`src/rtl/axi4lite_native_responder_pkg.sv`:
```
// Shared types and constants for the AXI4-lite to native memory responder.
// Holds the FSM state encoding, AXI response codes and the last-served kind.
package axi4lite_native_responder_pkg;

    typedef enum logic [2:0] {
        ST_IDLE   = 3'd0,
        ST_MEM_WR = 3'd1,
        ST_MEM_RD = 3'd2,
        ST_RESP_B = 3'd3,
        ST_RESP_R = 3'd4
    } state_t;

    typedef enum logic {
        KIND_READ  = 1'b0,
        KIND_WRITE = 1'b1
    } kind_t;

    localparam logic [1:0] RESP_OKAY   = 2'b00;
    localparam logic [1:0] RESP_SLVERR = 2'b10;

    function automatic logic [31:0] word_addr(input logic [31:0] addr);
        return {addr[31:2], 2'b00};
    endfunction

endpackage

```
`src/rtl/axi4lite_native_responder.sv`:
```
// AXI4-lite slave that replays each read/write as a single native mem_valid/mem_ready
// request; one native access in flight, one-deep capture buffer per AXI channel.
module axi4lite_native_responder
    import axi4lite_native_responder_pkg::*;
#(
    parameter int unsigned TIMEOUT_CYCLES = 0
) (
    input  logic        clk,
    input  logic        reset,
    input  logic        s_axi_awvalid,
    output logic        s_axi_awready,
    input  logic [31:0] s_axi_awaddr,
    input  logic [2:0]  s_axi_awprot,
    input  logic        s_axi_wvalid,
    output logic        s_axi_wready,
    input  logic [31:0] s_axi_wdata,
    input  logic [3:0]  s_axi_wstrb,
    output logic        s_axi_bvalid,
    input  logic        s_axi_bready,
    output logic [1:0]  s_axi_bresp,
    input  logic        s_axi_arvalid,
    output logic        s_axi_arready,
    input  logic [31:0] s_axi_araddr,
    input  logic [2:0]  s_axi_arprot,
    output logic        s_axi_rvalid,
    input  logic        s_axi_rready,
    output logic [31:0] s_axi_rdata,
    output logic [1:0]  s_axi_rresp,
    output logic        mem_valid,
    output logic        mem_instr,
    input  logic        mem_ready,
    output logic [31:0] mem_addr,
    output logic [31:0] mem_wdata,
    output logic [3:0]  mem_wstrb,
    input  logic [31:0] mem_rdata
);

    localparam logic        TMO_EN   = (TIMEOUT_CYCLES != 0);
    localparam logic [31:0] TMO_LAST = (TIMEOUT_CYCLES == 0) ? 32'd0 : 32'(TIMEOUT_CYCLES - 1);

    state_t      state_r,     state_s;
    kind_t       last_served_r, last_served_s;
    logic        aw_full_r,   aw_full_s;
    logic        w_full_r,    w_full_s;
    logic        ar_full_r,   ar_full_s;
    logic [31:0] awaddr_r,    awaddr_s;
    logic [31:0] wdata_r,     wdata_s;
    logic [3:0]  wstrb_r,     wstrb_s;
    logic [31:0] araddr_r,    araddr_s;
    logic        arinstr_r,   arinstr_s;
    logic [31:0] tmo_cnt_r,   tmo_cnt_s;
    logic        mem_valid_r, mem_valid_s;
    logic        mem_instr_r, mem_instr_s;
    logic [31:0] mem_addr_r,  mem_addr_s;
    logic [31:0] mem_wdata_r, mem_wdata_s;
    logic [3:0]  mem_wstrb_r, mem_wstrb_s;
    logic        bvalid_r,    bvalid_s;
    logic [1:0]  bresp_r,     bresp_s;
    logic        rvalid_r,    rvalid_s;
    logic [1:0]  rresp_r,     rresp_s;
    logic [31:0] rdata_r,     rdata_s;
    logic        wr_pend_s, rd_pend_s, serve_wr_s, serve_rd_s, tmo_hit_s;
    logic        unused_prot_s;

    assign unused_prot_s = ^{s_axi_awprot, s_axi_arprot[1:0]};

    assign s_axi_awready = !aw_full_r;
    assign s_axi_wready  = !w_full_r;
    assign s_axi_arready = !ar_full_r;
    assign s_axi_bvalid  = bvalid_r;
    assign s_axi_bresp   = bresp_r;
    assign s_axi_rvalid  = rvalid_r;
    assign s_axi_rresp   = rresp_r;
    assign s_axi_rdata   = rdata_r;
    assign mem_valid     = mem_valid_r;
    assign mem_instr     = mem_instr_r;
    assign mem_addr      = mem_addr_r;
    assign mem_wdata     = mem_wdata_r;
    assign mem_wstrb     = mem_wstrb_r;

    // Next-state logic: channel capture, round-robin dispatch, native wait and response hold.
    always_comb begin
        state_s       = state_r;
        last_served_s = last_served_r;
        aw_full_s     = aw_full_r;
        w_full_s      = w_full_r;
        ar_full_s     = ar_full_r;
        awaddr_s      = awaddr_r;
        wdata_s       = wdata_r;
        wstrb_s       = wstrb_r;
        araddr_s      = araddr_r;
        arinstr_s     = arinstr_r;
        tmo_cnt_s     = tmo_cnt_r;
        mem_valid_s   = mem_valid_r;
        mem_instr_s   = mem_instr_r;
        mem_addr_s    = mem_addr_r;
        mem_wdata_s   = mem_wdata_r;
        mem_wstrb_s   = mem_wstrb_r;
        bvalid_s      = bvalid_r;
        bresp_s       = bresp_r;
        rvalid_s      = rvalid_r;
        rresp_s       = rresp_r;
        rdata_s       = rdata_r;

        wr_pend_s  = aw_full_r && w_full_r;
        rd_pend_s  = ar_full_r;
        serve_wr_s = wr_pend_s && (!rd_pend_s || (last_served_r == KIND_READ));
        serve_rd_s = rd_pend_s && !serve_wr_s;
        tmo_hit_s  = TMO_EN && (tmo_cnt_r == TMO_LAST);

        // A buffer can only be dispatched when full, so capture never collides with a clear.
        if (s_axi_awvalid && !aw_full_r) begin
            aw_full_s = 1'b1;
            awaddr_s  = s_axi_awaddr;
        end else begin
            aw_full_s = aw_full_s;
        end
        if (s_axi_wvalid && !w_full_r) begin
            w_full_s = 1'b1;
            wdata_s  = s_axi_wdata;
            wstrb_s  = s_axi_wstrb;
        end else begin
            w_full_s = w_full_s;
        end
        if (s_axi_arvalid && !ar_full_r) begin
            ar_full_s = 1'b1;
            araddr_s  = s_axi_araddr;
            arinstr_s = s_axi_arprot[2];
        end else begin
            ar_full_s = ar_full_s;
        end

        case (state_r)
            ST_IDLE: begin
                if (serve_wr_s) begin
                    aw_full_s   = 1'b0;
                    w_full_s    = 1'b0;
                    tmo_cnt_s   = 32'd0;
                    mem_addr_s  = word_addr(awaddr_r);
                    mem_wdata_s = wdata_r;
                    mem_wstrb_s = wstrb_r;
                    mem_instr_s = 1'b0;
                    // An all-zero strobe would look like a read natively, so answer it locally.
                    if (wstrb_r == 4'b0000) begin
                        bvalid_s      = 1'b1;
                        bresp_s       = RESP_OKAY;
                        last_served_s = KIND_WRITE;
                        state_s       = ST_RESP_B;
                    end else begin
                        mem_valid_s = 1'b1;
                        state_s     = ST_MEM_WR;
                    end
                end else if (serve_rd_s) begin
                    ar_full_s   = 1'b0;
                    tmo_cnt_s   = 32'd0;
                    mem_addr_s  = word_addr(araddr_r);
                    mem_wstrb_s = 4'b0000;
                    mem_instr_s = arinstr_r;
                    mem_valid_s = 1'b1;
                    state_s     = ST_MEM_RD;
                end else begin
                    state_s = ST_IDLE;
                end
            end
            ST_MEM_WR, ST_MEM_RD: begin
                if (mem_ready || tmo_hit_s) begin
                    mem_valid_s = 1'b0;
                    if (state_r == ST_MEM_WR) begin
                        bvalid_s      = 1'b1;
                        bresp_s       = mem_ready ? RESP_OKAY : RESP_SLVERR;
                        last_served_s = KIND_WRITE;
                        state_s       = ST_RESP_B;
                    end else begin
                        rvalid_s      = 1'b1;
                        rresp_s       = mem_ready ? RESP_OKAY : RESP_SLVERR;
                        rdata_s       = mem_ready ? mem_rdata : 32'd0;
                        last_served_s = KIND_READ;
                        state_s       = ST_RESP_R;
                    end
                end else begin
                    tmo_cnt_s = tmo_cnt_r + 32'd1;
                end
            end
            ST_RESP_B: begin
                if (s_axi_bready) begin
                    bvalid_s = 1'b0;
                    state_s  = ST_IDLE;
                end else begin
                    state_s = ST_RESP_B;
                end
            end
            ST_RESP_R: begin
                if (s_axi_rready) begin
                    rvalid_s = 1'b0;
                    state_s  = ST_IDLE;
                end else begin
                    state_s = ST_RESP_R;
                end
            end
            default: begin
                state_s = ST_IDLE;
            end
        endcase
    end

    // State and output registers with synchronous reset.
    always_ff @(posedge clk) begin
        if (reset) begin
            state_r       <= ST_IDLE;
            last_served_r <= KIND_READ;
            aw_full_r     <= 1'b0;
            w_full_r      <= 1'b0;
            ar_full_r     <= 1'b0;
            awaddr_r      <= 32'd0;
            wdata_r       <= 32'd0;
            wstrb_r       <= 4'd0;
            araddr_r      <= 32'd0;
            arinstr_r     <= 1'b0;
            tmo_cnt_r     <= 32'd0;
            mem_valid_r   <= 1'b0;
            mem_instr_r   <= 1'b0;
            mem_addr_r    <= 32'd0;
            mem_wdata_r   <= 32'd0;
            mem_wstrb_r   <= 4'd0;
            bvalid_r      <= 1'b0;
            bresp_r       <= 2'b00;
            rvalid_r      <= 1'b0;
            rresp_r       <= 2'b00;
            rdata_r       <= 32'd0;
        end else begin
            state_r       <= state_s;
            last_served_r <= last_served_s;
            aw_full_r     <= aw_full_s;
            w_full_r      <= w_full_s;
            ar_full_r     <= ar_full_s;
            awaddr_r      <= awaddr_s;
            wdata_r       <= wdata_s;
            wstrb_r       <= wstrb_s;
            araddr_r      <= araddr_s;
            arinstr_r     <= arinstr_s;
            tmo_cnt_r     <= tmo_cnt_s;
            mem_valid_r   <= mem_valid_s;
            mem_instr_r   <= mem_instr_s;
            mem_addr_r    <= mem_addr_s;
            mem_wdata_r   <= mem_wdata_s;
            mem_wstrb_r   <= mem_wstrb_s;
            bvalid_r      <= bvalid_s;
            bresp_r       <= bresp_s;
            rvalid_r      <= rvalid_s;
            rresp_r       <= rresp_s;
            rdata_r       <= rdata_s;
        end
    end

endmodule

```
`config.mk`:
```
export PLATFORM = sky130hd
export DESIGN_NAME = axi4lite_native_responder
export DESIGN_NICKNAME = d
export VERILOG_FILES = /design/src/rtl/axi4lite_native_responder_pkg.sv /design/src/rtl/axi4lite_native_responder.sv
export SDC_FILE = /design/constraint.sdc
export NUM_CORES = 1
export LEC_CHECK = 0
export CAP_MARGIN = 20
export CORE_UTILIZATION = 35
export DETAILED_ROUTE_END_ITERATION = 7
export GPL_ROUTABILITY_DRIVEN = 0
export PLACE_DENSITY = 0.76
export SYNTH_ARGS = -nofsm -noshare
export SYNTH_HDL_FRONTEND = slang
export SYNTH_SLANG_ARGS = --single-unit
```
`constraint.sdc`:
```
create_clock -name clk -period 2.3 [get_ports clk]
set_input_delay 0.23 -clock clk [delete_from_list [all_inputs] [get_ports clk]]
set_output_delay 0.23 -clock clk [all_outputs]
set_load 0.03 [all_outputs]
```
# [Yosys cells after proc, flatten, opt, wreduce, memory -nomap -nowiden]
# Cells that the tools add are included.
[totals] out_inout_bits=111 input_bits=146 reg_bits=214 wordCells=107
[op_classes] reduce_logical=26 n_eq_ne=13 n_bitwise=2 mux=47
[op_table] cell="$mux W32" n=2
[op_table] cell="$mux W1" n=26
[op_table] cell="$mux W2" n=7
[op_table] cell="$ne A2 B2 Y1 const B" n=7
[op_table] cell="$mux W3" n=4
[op_table] cell="$pmux W3 S4" n=1
[op_table] cell="$reduce_and A4 Y1" n=3
[op_table] cell="$mux W4" n=2
[op_table] cell="$eq A3 B2 Y1 const B" n=2
[op_table] cell="$logic_and A1 B1 Y1" n=6
[op_table] cell="$ne A3 B3 Y1 const B" n=2
[op_table] cell="$pmux W1 S2" n=3
[op_table] cell="$reduce_and A6 Y1" n=1
[op_table] cell="$reduce_bool A2 Y1" n=3
[op_table] cell="$reduce_and A5 Y1" n=1
[op_table] cell="$logic_not A1 Y1" n=4
[op_table] cell="$logic_not A4 Y1" n=1
[op_table] cell="$pmux W2 S2" n=1
[op_table] cell="$reduce_and A2 Y1" n=2
[op_table] cell="$eq A3 B1 Y1 const B" n=1
[op_table] cell="$eq A3 B3 Y1 const B" n=1
[op_table] cell="$logic_not A3 Y1" n=1
[op_table] cell="$pmux W1 S3" n=1
[op_table] cell="$reduce_and A3 Y1" n=1
[op_table] cell="other kinds (4)" n=5

# [Longest topological paths before layout]
# Gate-level depths: netlist of the first run.
[logic_depth] word_depth=8 depth_mapped=6 depth_no_buf=4

# [Least setup slack after synthesis of the first run]
# Ideal clock, no wire load.
[synth_timing] kind="register to register" startpoint="reg state_r[2]" endpoint="reg mem_wdata_r[10], in the netlist mem_wdata[10]" period_less_slack_ns=1.431 setup_slack_ns=0.869 setup_ns=0.132 required_time_ns=2.168 path_stages_with_launch=7 path_buffers=2 t_arrival_ns=1.298 path_cell_list="dfxtp_1 buf_2 nor3_1 nand3_1 clkbuf_1 nand2_1 a21oi_1"
[synth_between] elab_chain_len=2
[synth_lines] item="start, declared" line="axi4lite_native_responder.sv:41" source="state_t state_r, state_s;"
[synth_lines] item="start signal, assigned" line="axi4lite_native_responder.sv:231" source="state_r <= state_s;"
[synth_lines] item="$logic_not A3 Y1" line="axi4lite_native_responder.sv:133" source="case (state_r)"
[synth_lines] item="$reduce_and A2 Y1 (no line)"
[synth_lines] item="end signal, assigned" line="axi4lite_native_responder.sv:245" source="mem_wdata_r <= mem_wdata_s;"
[synth_lines] item="end, declared" line="axi4lite_native_responder.sv:55" source="logic [31:0] mem_wdata_r, mem_wdata_s;"
# No other way between the ends.
# A chain may end at the register's enable or synchronous reset.

# [Worst setup path after layout of the first run]
[layout_timing] startpoint="reg ar_full_r" endpoint="out s_axi_arready"
[layout_between] elab_chain_len=1
[layout_lines] item="start, declared" line="axi4lite_native_responder.sv:45" source="logic ar_full_r, ar_full_s;"
[layout_lines] item="start signal, assigned" line="axi4lite_native_responder.sv:235" source="ar_full_r <= ar_full_s;"
[layout_lines] item="$logic_not A1 Y1" line="axi4lite_native_responder.sv:69" source="assign s_axi_arready = !ar_full_r;"
[layout_lines] item="end, declared" line="axi4lite_native_responder.sv:22" source="output logic s_axi_arready,"
# No other way between the ends.

==> metrics.md, run 1 <==
| Metric | Value |
|---|---|
| Status | completed |
| Final setup fails | 0 |
| Core Area | 21100 µm² |
| DRC Markers | 0 |
| Hold Fails Final Rpt | 0 |
| Pre-CTS setup slack | 0.478 ns |
| Clock sink total | 206 |
| Die X | 149 µm |
| Pwr dens | 909 nW/µm² |
| EDFF count, synth | 0 |
| Vias in the first global route | 6556 |
| Crit start category | flip-flop |
| Max_slew headroom | 49.6% |
| F_max | 514 MHz |
| Initial Utilization | 35.8% |
| Main synth FF type | dfxtp_1 |
| Register clock-pin slew on the reported worst setup and hold paths | 0.06 ns |
| Root Driver | clkbuf_16 |
| Crit end category | primary output |
| Post-synthesis cell count | 936 |
| Worst Path Arrival | 1.72 ns |
| Routed vias/inst | 4.82 |
| Critical Path Fanout Max | 8 |
| HPWL after detailed placement | 13500 µm |
| Minimum clock period | 1.95 ns |
| Min-Delay Path Class | input pin to flip-flop |
| Grt total ovfl | 0 |
| Yosys cell types | 32 |
| Clk_lat worst skew | 0.51 ns |
| Maxcap violations | 0 |
| Clock Skew | 0.0178 ns |
| # H-tree levels | 1 |
| Final WS setup | 0.353 ns |
| CTS tree | yes |
| Share of cells above drive strength 1 | 5.06% |
| Worst-margin pin slew | 0.749 ns |
| Post-synthesis sequential area ratio | 54.7% |
| Slew Viols, Final | 0 |
| Fin crit share | 84.7% |
| Setup tns final | 0 ns |
| Mean post-synth cell area | 8.06 µm² |
| FP Rows | 53 |
| WL/cell | 14.4 µm |
| Post-CTS Setup Inserts | 0 |
| Initial DRT Pass Iterations | 5 |
| Req. time, crit path | 2.07 ns |
| Number of buffers created by CTS | 23 |
| Worst vdd ir | 0.523 mV |
| Total power | 9.97 mW |
| RSZ-0062 raised after global routing | false |
| Clock Path Buffers | 3 |
| Drt initial violations | 297 |
| First-pass GRT wire length | 32900 µm |
| Leak pwr | 4.07 nW |
| Total Wirelength | 20800 µm |
| Global Route Usage Sum | 18.4% |
| Mapped cell area | 7540 µm² |
| Antenna-violating nets left | 0 |
| Largest net degree at the start of global routing | 76 |
| Post-Layout Inst Area | 11000 µm² |
| Area grow syn2layout | 45.3% |
| Fin nets | 1296 |
| # fillers | 1996 |
| Port-buffer cells | 241 |
| Placed Area | 10200 µm² |
| Hold-fix buffers, CTS | 0 |
| Yosys reg bits | 206 |
| FFs w/ async S/R, synth | 0% |
| Die height | 149 µm |
| Die ar. | 22100 µm² |
| Syn. warnings | 0 |
| Crit Path Category | flip-flop to primary output |
| Io pins | 257 |
| Initial antenna violation count | 1 |
| Vias post-DR | 6950 |
| PostCTS Resize Cnt | 0 |
-- cells in the mapped netlist (2+ instances only) --
| master | n | area [µm²] |
|---|---|---|
| nand2_1 | 335 | 1260 |
| dfxtp_1 | 206 | 4120 |
| a21oi_1 | 168 | 841 |
| clkbuf_1 | 47 | 176 |
| nor2_1 | 46 | 173 |
| a211oi_1 | 31 | 233 |
| mux2i_1 | 31 | 310 |
| buf_2 | 13 | 65.1 |
| buf_4 | 7 | 52.6 |
| nor3_1 | 7 | 35.0 |
| nand3_1 | 6 | 30.0 |
| buf_1 | 5 | 18.8 |
| o21ai_0 | 5 | 25.0 |
| a22oi_1 | 4 | 30.0 |
| inv_1 | 4 | 15.0 |
| nor2b_1 | 3 | 18.8 |
| and2_1 | 2 | 12.5 |
| or4_1 | 2 | 15.0 |
-- path summary, 6_finish.rpt --
| path | end | slack, ns | cells past startpoint | startpoint |
|---|---|---|---|---|
| max | s_axi_arready | 0.35 | 2 | ar_full_r$_SDFF_PP0_ |
| min | araddr_r[17]$_SDFFE_PP0P_ | 0.16 | 2 | reset |
| max reg2reg | mem_addr[7]$_SDFFE_PP0P_ | 0.56 | 5 | w_full_r$_SDFF_PP0_ |
| min reg2reg | mem_wdata[28]$_SDFFE_PP0P_ | 0.44 | 2 | wdata_r[28]$_SDFFE_PP0P_ |
-- layer usage --
metal / wire [µm] / track usage (%) / vias to the layer above / share of wire, %
met3: 1630 / 4.65 / 39 / 7.8
met5: 0 / 0 / - / 0
li1: - / - / 3504 / -
met2: 9820 / 31.0 / 213 / 47
met1: 8810 / 22.9 / 3194 / 42
met4: 525 / 6.02 / 0 / 2.5
-- cell type report --
class / instances / area (µm²) / area share [%]
Sequential cell: 206 / 4120 / 37.6
Clock buffer: 33 / 633 / 5.77
Timing Repair Buffer: 257 / 2600 / 23.7
Multi-Input combinational cell: 658 / 3120 / 28.5
Inverter: 4 / 15.0 / 0.137
Clock inverter: 9 / 129 / 1.18
Antenna cell: 1 / 2.50 / 0.0228
Tap cell: 275 / 344 / 3.14
-- flip-flops by register name, summed over array words and instances, names as in the netlist, 4 cells and up --
name and cells:
awaddr_r 30, araddr_r 30, mem_wstrb 4, mem_addr 30, wstrb_r 4, s_axi_rdata 32
mem_wdata 32, wdata_r 32
-- worst max-delay path, stage by stage (launching register included) --
cell	delay, ns
dfxtp_1	0.37
inv_1	0.10
clkdlybuf4s50_1	0.74
-- where the power goes --
group	internal [mW]	switching (mW)	leakage, nW
combinational	0.915	1.26	2.02
sequential	3.91	0.209	1.68
clock	2.25	1.42	0.366
-- through the flow --
stage	util, %	std cells	hold WS (ns)
2_1_floorplan	-	941	0.366
5_1_grt	52.0	1443	0.167
4_1_cts	52.0	1442	0.141
3_3_place_gp	48.4	1400	0.436
6_report	52.0	1443	0.161
3_5_place_dp	48.4	1400	0.443
-- logic make-up after synthesis --
family,synth area share [%]
flip-flops,54.7
multiplexers,4.11
AO/OA/AOI/OAI,15.6
other,0.0497
AND/OR/NAND/NOR,21.1
buffers and inverters,4.49
-- cells in the final DEF (no fill, tap or decap), drive strengths merged --
cell type      count
o21bai             1
nor2b              3
or3                1
a211oi            31
nand3              6
mux2i             31
clkbuf            33
nor2              47
a41oi              1
o21ai              6
nor3               8
nand2b             1
dfxtp            206
a21boi             1
or4                2
inv                5
nand2            336
conb               6
clkinvlp           2
buf               17
and2               2
a21oi            168
nand3b             1
diode              1
a22oi              4
bufinv             3
a311oi             1
clkinv             3
clkdlybuf4s50    240
o21a               1
Note: power is estimated with default switching activity, not from simulation.
==> run 2: changes to the inputs <==
Clock period 2.3 ns to 1.9 ns, I/O delays scaled along.
==> run 2 against run 1 <==
Against the previous run:
- via count is 0.94% lower
- cell count is 0.42% higher
- first-iteration DRC count is 19% lower
- count of clock-buffer cells in the layout is 1 lower
- clock skew is 0.0028 ns higher
- critical path type unchanged
- core utilization is 0.90 points higher
- flip-flop and latch count stayed put
- sequential share of layout area is 0.64 points lower
- final area is 1.7% higher
- critical path depth is 1 lower
- largest cell class unchanged
- hold slack worse by 0.056 ns
- clock power is 26% higher
==> metrics.md, run 2 (synthesis results as in run 1) <==
| Metric | Value |
|---|---|
| Vias post-DR | 6885 |
| Share of cells above drive strength 1 | 6.05% |
| Worst R2R Start | state_r[2]$_SDFFE_PP0P_ |
| Global Route Usage Sum | 18.4% |
| F_max | 567 MHz |
| Slew Viols, Final | 0 |
| Leak pwr | 4.19 nW |
| # H-tree levels | 1 |
| Core Area | 21100 µm² |
| FP Rows | 53 |
| Ant diodes | 0 |
| Die X | 149 µm |
| Hold-fix buffers, CTS | 0 |
| DRC Markers | 0 |
| WL/cell | 14.4 µm |
| Req. time, crit path | 1.71 ns |
| # fillers | 1970 |
| Pwr dens | 1100 nW/µm² |
| Drt initial violations | 242 |
| Worst R2R End | mem_addr[25]$_SDFFE_PP0P_ |
| Total Wirelength | 20800 µm |
| Worst hold path cell count | 2 |
| Min-Delay Path Class | input pin to flip-flop |
| Buf/Inv on CP | 1 |
| Hold Fails Final Rpt | 0 |
| Crit Path Category | flip-flop to primary output |
| Worst-margin pin slew | 0.853 ns |
| Antenna-violating nets left | 0 |
| Die ar. | 22100 µm² |
| Fin nets | 1303 |
| Setup tns final | 0 ns |
| HP Start | reset |
| Io pins | 257 |
| Clk_lat worst skew | 0.51 ns |
| RSZ-0062 raised after global routing | false |
| First-pass GRT wire length | 32900 µm |
| Worst vdd ir | 0.660 mV |
| Initial Utilization | 35.8% |
| Crit path cell chain | clkdlybuf4s50_1 |
| Register clock-pin slew on the reported worst setup and hold paths | 0.06 ns |
| HPWL after detailed placement | 13600 µm |
| Vias in the first global route | 6512 |
| Minimum clock period | 1.77 ns |
| Clock Skew | 0.0206 ns |
| Fin crit share | 92.9% |
| CP Depth | 1 |
| Total power | 12.3 mW |
| Routed vias/inst | 4.75 |
| Post-CTS Setup Inserts | 0 |
| Critical Path Fanout Max | 3 |
| Area grow syn2layout | 47.8% |
| Worst path max stage delay | 0.72 ns |
| Most common cell after layout, fill and taps aside | nand2_1 |
| CTS tree | yes |
| Initial antenna violation count | 0 |
| Largest net degree at the start of global routing | 62 |
| Reg2reg path depth | 5 |
| Die height | 149 µm |
| Number of buffers created by CTS | 23 |
| Worst Path Arrival | 1.58 ns |
| Maxcap violations | 0 |
| Worst R2R Setup Slack | 0.29 ns |
| Clock sink total | 206 |
| Port-buffer cells | 241 |
| Most frequent cells in the layout | nand2_1 (335), clkdlybuf4s50_1 (237), dfxtp_1 (206) |
| Crit end category | primary output |
| Final setup fails | 0 |
| Slowest cell on the critical path | clkdlybuf4s50_1 |
| Grt total ovfl | 0 |
| Hold Path End | araddr_r[20]$_SDFFE_PP0P_ |
| Max_slew headroom | 42.5% |
| Root Driver | clkbuf_16 |
| Clock Path Buffers | 3 |
| Status | completed |
| Crit-path leading delay family | buffers and inverters |
| Crit start category | flip-flop |
| Initial DRT Pass Iterations | 4 |
[run 2: power by group]
part / internal [mW] / switching, mW
registers: 4.73 / 0.214
logic: 1.19 / 1.59
clock network: 2.86 / 1.74
total: 8.78 / 3.54
[run 2: area by class of cell]
cell class                      count  area, µm²  area share (%)
Clock buffer                       32        669            6.00
Clock inverter                     10        129            1.16
Inverter                            4       15.0           0.135
Multi-Input combinational cell    658       3120            28.0
Sequential cell                   206       4120            37.0
Tap cell                          275        344            3.09
Timing Repair Buffer              264       2750            24.7
[run 2: routing by layer]
layer | global-route usage, % | share of wire [%]
met5 | 0 | 0
met4 | 5.00 | 1.8
met3 | 5.11 | 7.6
met2 | 32.1 | 48
met1 | 22.2 | 43
[run 2: worst max-delay path by stage]
stage                                        from                            to  slack (ns)
final                      mem_valid$_SDFFE_PP0P_                     mem_valid        0.13
after global routing       mem_valid$_SDFFE_PP0P_                     mem_valid        0.08
after CTS                    aw_full_r$_SDFF_PP0_                 s_axi_awready       0.007
after detailed placement                mem_ready  s_axi_rdata[23]$_SDFFE_PP0P_        0.22
after global placement                  mem_ready   s_axi_rdata[1]$_SDFFE_PP0P_        0.31
after floorplan           state_r[2]$_SDFFE_PP0P_    mem_wdata[10]$_SDFFE_PP0P_        0.47
[run 2: repair_timing]
| action | in CTS | in global routing |
|---|---|---|
| cloned | 0 | 0 |
| resized for setup | 1 | 2 |
| setup endpoints to repair | 1 | 2 |
| pin swaps | 0 | 0 |
[run 2: per-stage QoR]
step	setup WS, ns	std cells	hold WS [ns]	instance area, µm²	util [%]
after floorplan	0.469	941	0.326	7560	-
after global placement	0.312	1407	0.435	10400	49.1
after detailed placement	0.222	1407	0.442	10400	49.1
after CTS	0.00696	1449	0.0936	11100	52.9
after global routing	0.0787	1449	0.106	11200	52.9
final	0.135	1449	0.104	11200	52.9
==> run 3: changes to the inputs <==
Settings changed: REMOVE_ABC_BUFFERS set to 1.
==> run 3 against run 2 <==
Against the previous run:
- clock power grew 6.7%
- via count grew 2.5%
- non-clock buffer count shrank 2
- highest routed layer unchanged
==> metrics.md, run 3 (synthesis results as in run 1) <==
| Metric | Value |
|---|---|
| Vias in the first global route | 6813 |
| Number of buffers created by CTS | 24 |
| CTS tree | yes |
| DRC Markers | 0 |
| WL/cell | 14.5 µm |
| Ant diodes | 0 |
| Share of cells above drive strength 1 | 5.96% |
| Pre-CTS setup slack | 0.202 ns |
| Req. time, crit path | 1.71 ns |
| Die height | 149 µm |
| Clock Path Buffers | 3 |
| Reg area | 4120 µm² |
| Post-CTS Setup Inserts | 0 |
| Core Area | 21100 µm² |
| Placed Area | 10300 µm² |
| Final setup fails | 0 |
| Crit start category | flip-flop |
| Fin nets | 1302 |
| Register clock-pin slew on the reported worst setup and hold paths | 0.06 ns |
| Initial Utilization | 35.8% |
| Placed Instances | 1405 |
| Pwr dens | 1130 nW/µm² |
| Initial antenna violation count | 0 |
| Most frequent cells in the layout | nand2_1 (335), clkdlybuf4s50_1 (239), dfxtp_1 (206) |
| PostCTS Resize Cnt | 1 |
| Clock Skew | 0.00904 ns |
| Total Wirelength | 21000 µm |
| Routed vias/inst | 4.87 |
| Hold-fix buffers, CTS | 0 |
| Worst Path Arrival | 1.66 ns |
| Grt total ovfl | 0 |
| Critical Path Fanout Max | 6 |
| Final Non-Filler Cells | 1449 |
| Antenna-violating nets left | 0 |
| Multi-input gate area | 3120 µm² |
| Status | completed |
| Min-Delay Path Class | input pin to flip-flop |
| Hold Fails Final Rpt | 0 |
| Crit Path Category | flip-flop to primary output |
| Drt initial violations | 305 |
| Max_slew headroom | 47.2% |
| Minimum clock period | 1.85 ns |
| Fin crit share | 97.4% |
| Post-Layout Inst Area | 11200 µm² |
| # H-tree levels | 1 |
| F_max | 541 MHz |
| Root Driver | clkbuf_16 |
| Die ar. | 22100 µm² |
| Most common cell after layout, fill and taps aside | nand2_1 |
| Global Route Usage Sum | 18.6% |
| RSZ-0062 raised after global routing | false |
| Worst vdd ir | 0.500 mV |
| # fillers | 1937 |
| HPWL after detailed placement | 13700 µm |
| Maxcap violations | 0 |
| Slew Viols, Final | 0 |
| Crit end category | primary output |
| Area grow syn2layout | 48.3% |
| Clock sink total | 206 |
| Io pins | 257 |
| First-pass GRT wire length | 33200 µm |
| FP Rows | 53 |
| Vias post-DR | 7059 |
| Final WS setup | 0.0501 ns |
| Worst-margin pin slew | 0.783 ns |
| Largest net degree at the start of global routing | 72 |
| Port-buffer cells | 241 |
| Clk_lat worst skew | 0.51 ns |
| Die X | 149 µm |
| Initial DRT Pass Iterations | 5 |
| Leak pwr | 4.18 nW |
[run 3: worst paths after layout]
path	slack [ns]	cells past startpoint	start	to
max	0.05	2	w_full_r$_SDFF_PP0_	s_axi_wready
max reg2reg	0.29	5	ar_full_r$_SDFF_PP0_	mem_addr[2]$_SDFFE_PP0P_
min reg2reg	0.44	2	wdata_r[3]$_SDFFE_PP0P_	mem_wdata[3]$_SDFFE_PP0P_
min	0.14	2	reset	awaddr_r[3]$_SDFFE_PP0P_
[run 3: power breakdown]
| group | internal [mW] | total, mW | switching, mW |
|---|---|---|---|
| logic | 1.18 | 2.77 | 1.59 |
| clock network | 3.14 | 4.92 | 1.78 |
| registers | 4.73 | 4.95 | 0.218 |
| total | 9.05 | 12.6 | 3.59 |
[run 3: final cells by class]
type | count | share of cell area (%)
Clock buffer | 34 | 6.34
Clock inverter | 10 | 1.43
Inverter | 4 | 0.134
Multi-Input combinational cell | 658 | 27.9
Sequential cell | 206 | 36.8
Tap cell | 275 | 3.07
Timing Repair Buffer | 262 | 24.3
[run 3: through the flow]
stage | utilization (%) | hold slack, ns | power [mW] | TNS [ns]
CTS | 53.1 | 0.122 | 12.8 | 0
finish | 53.1 | 0.137 | 12.6 | 0
floorplan | - | 0.259 | 6.45 | -37.27
detailed placement | 49.0 | 0.443 | 7.83 | 0
global placement | 49.0 | 0.436 | 7.78 | 0
global route | 53.1 | 0.151 | 13.3 | 0
[run 3: layer usage]
layer  global-route usage, %  vias to the layer above  routed length, µm
met5                       0                        -                  0
met4                    6.38                        0                499
met3                    5.14                       32               1760
met2                    32.9                      247              10200
met1                    21.6                     3266               8590
li1                        -                     3514                  -
[run 3: critical path, cell delays in order, from the launching register on]
cell and delay [ns]:
dfxtp_1 0.36, inv_1 0.09, clkdlybuf4s50_1 0.71
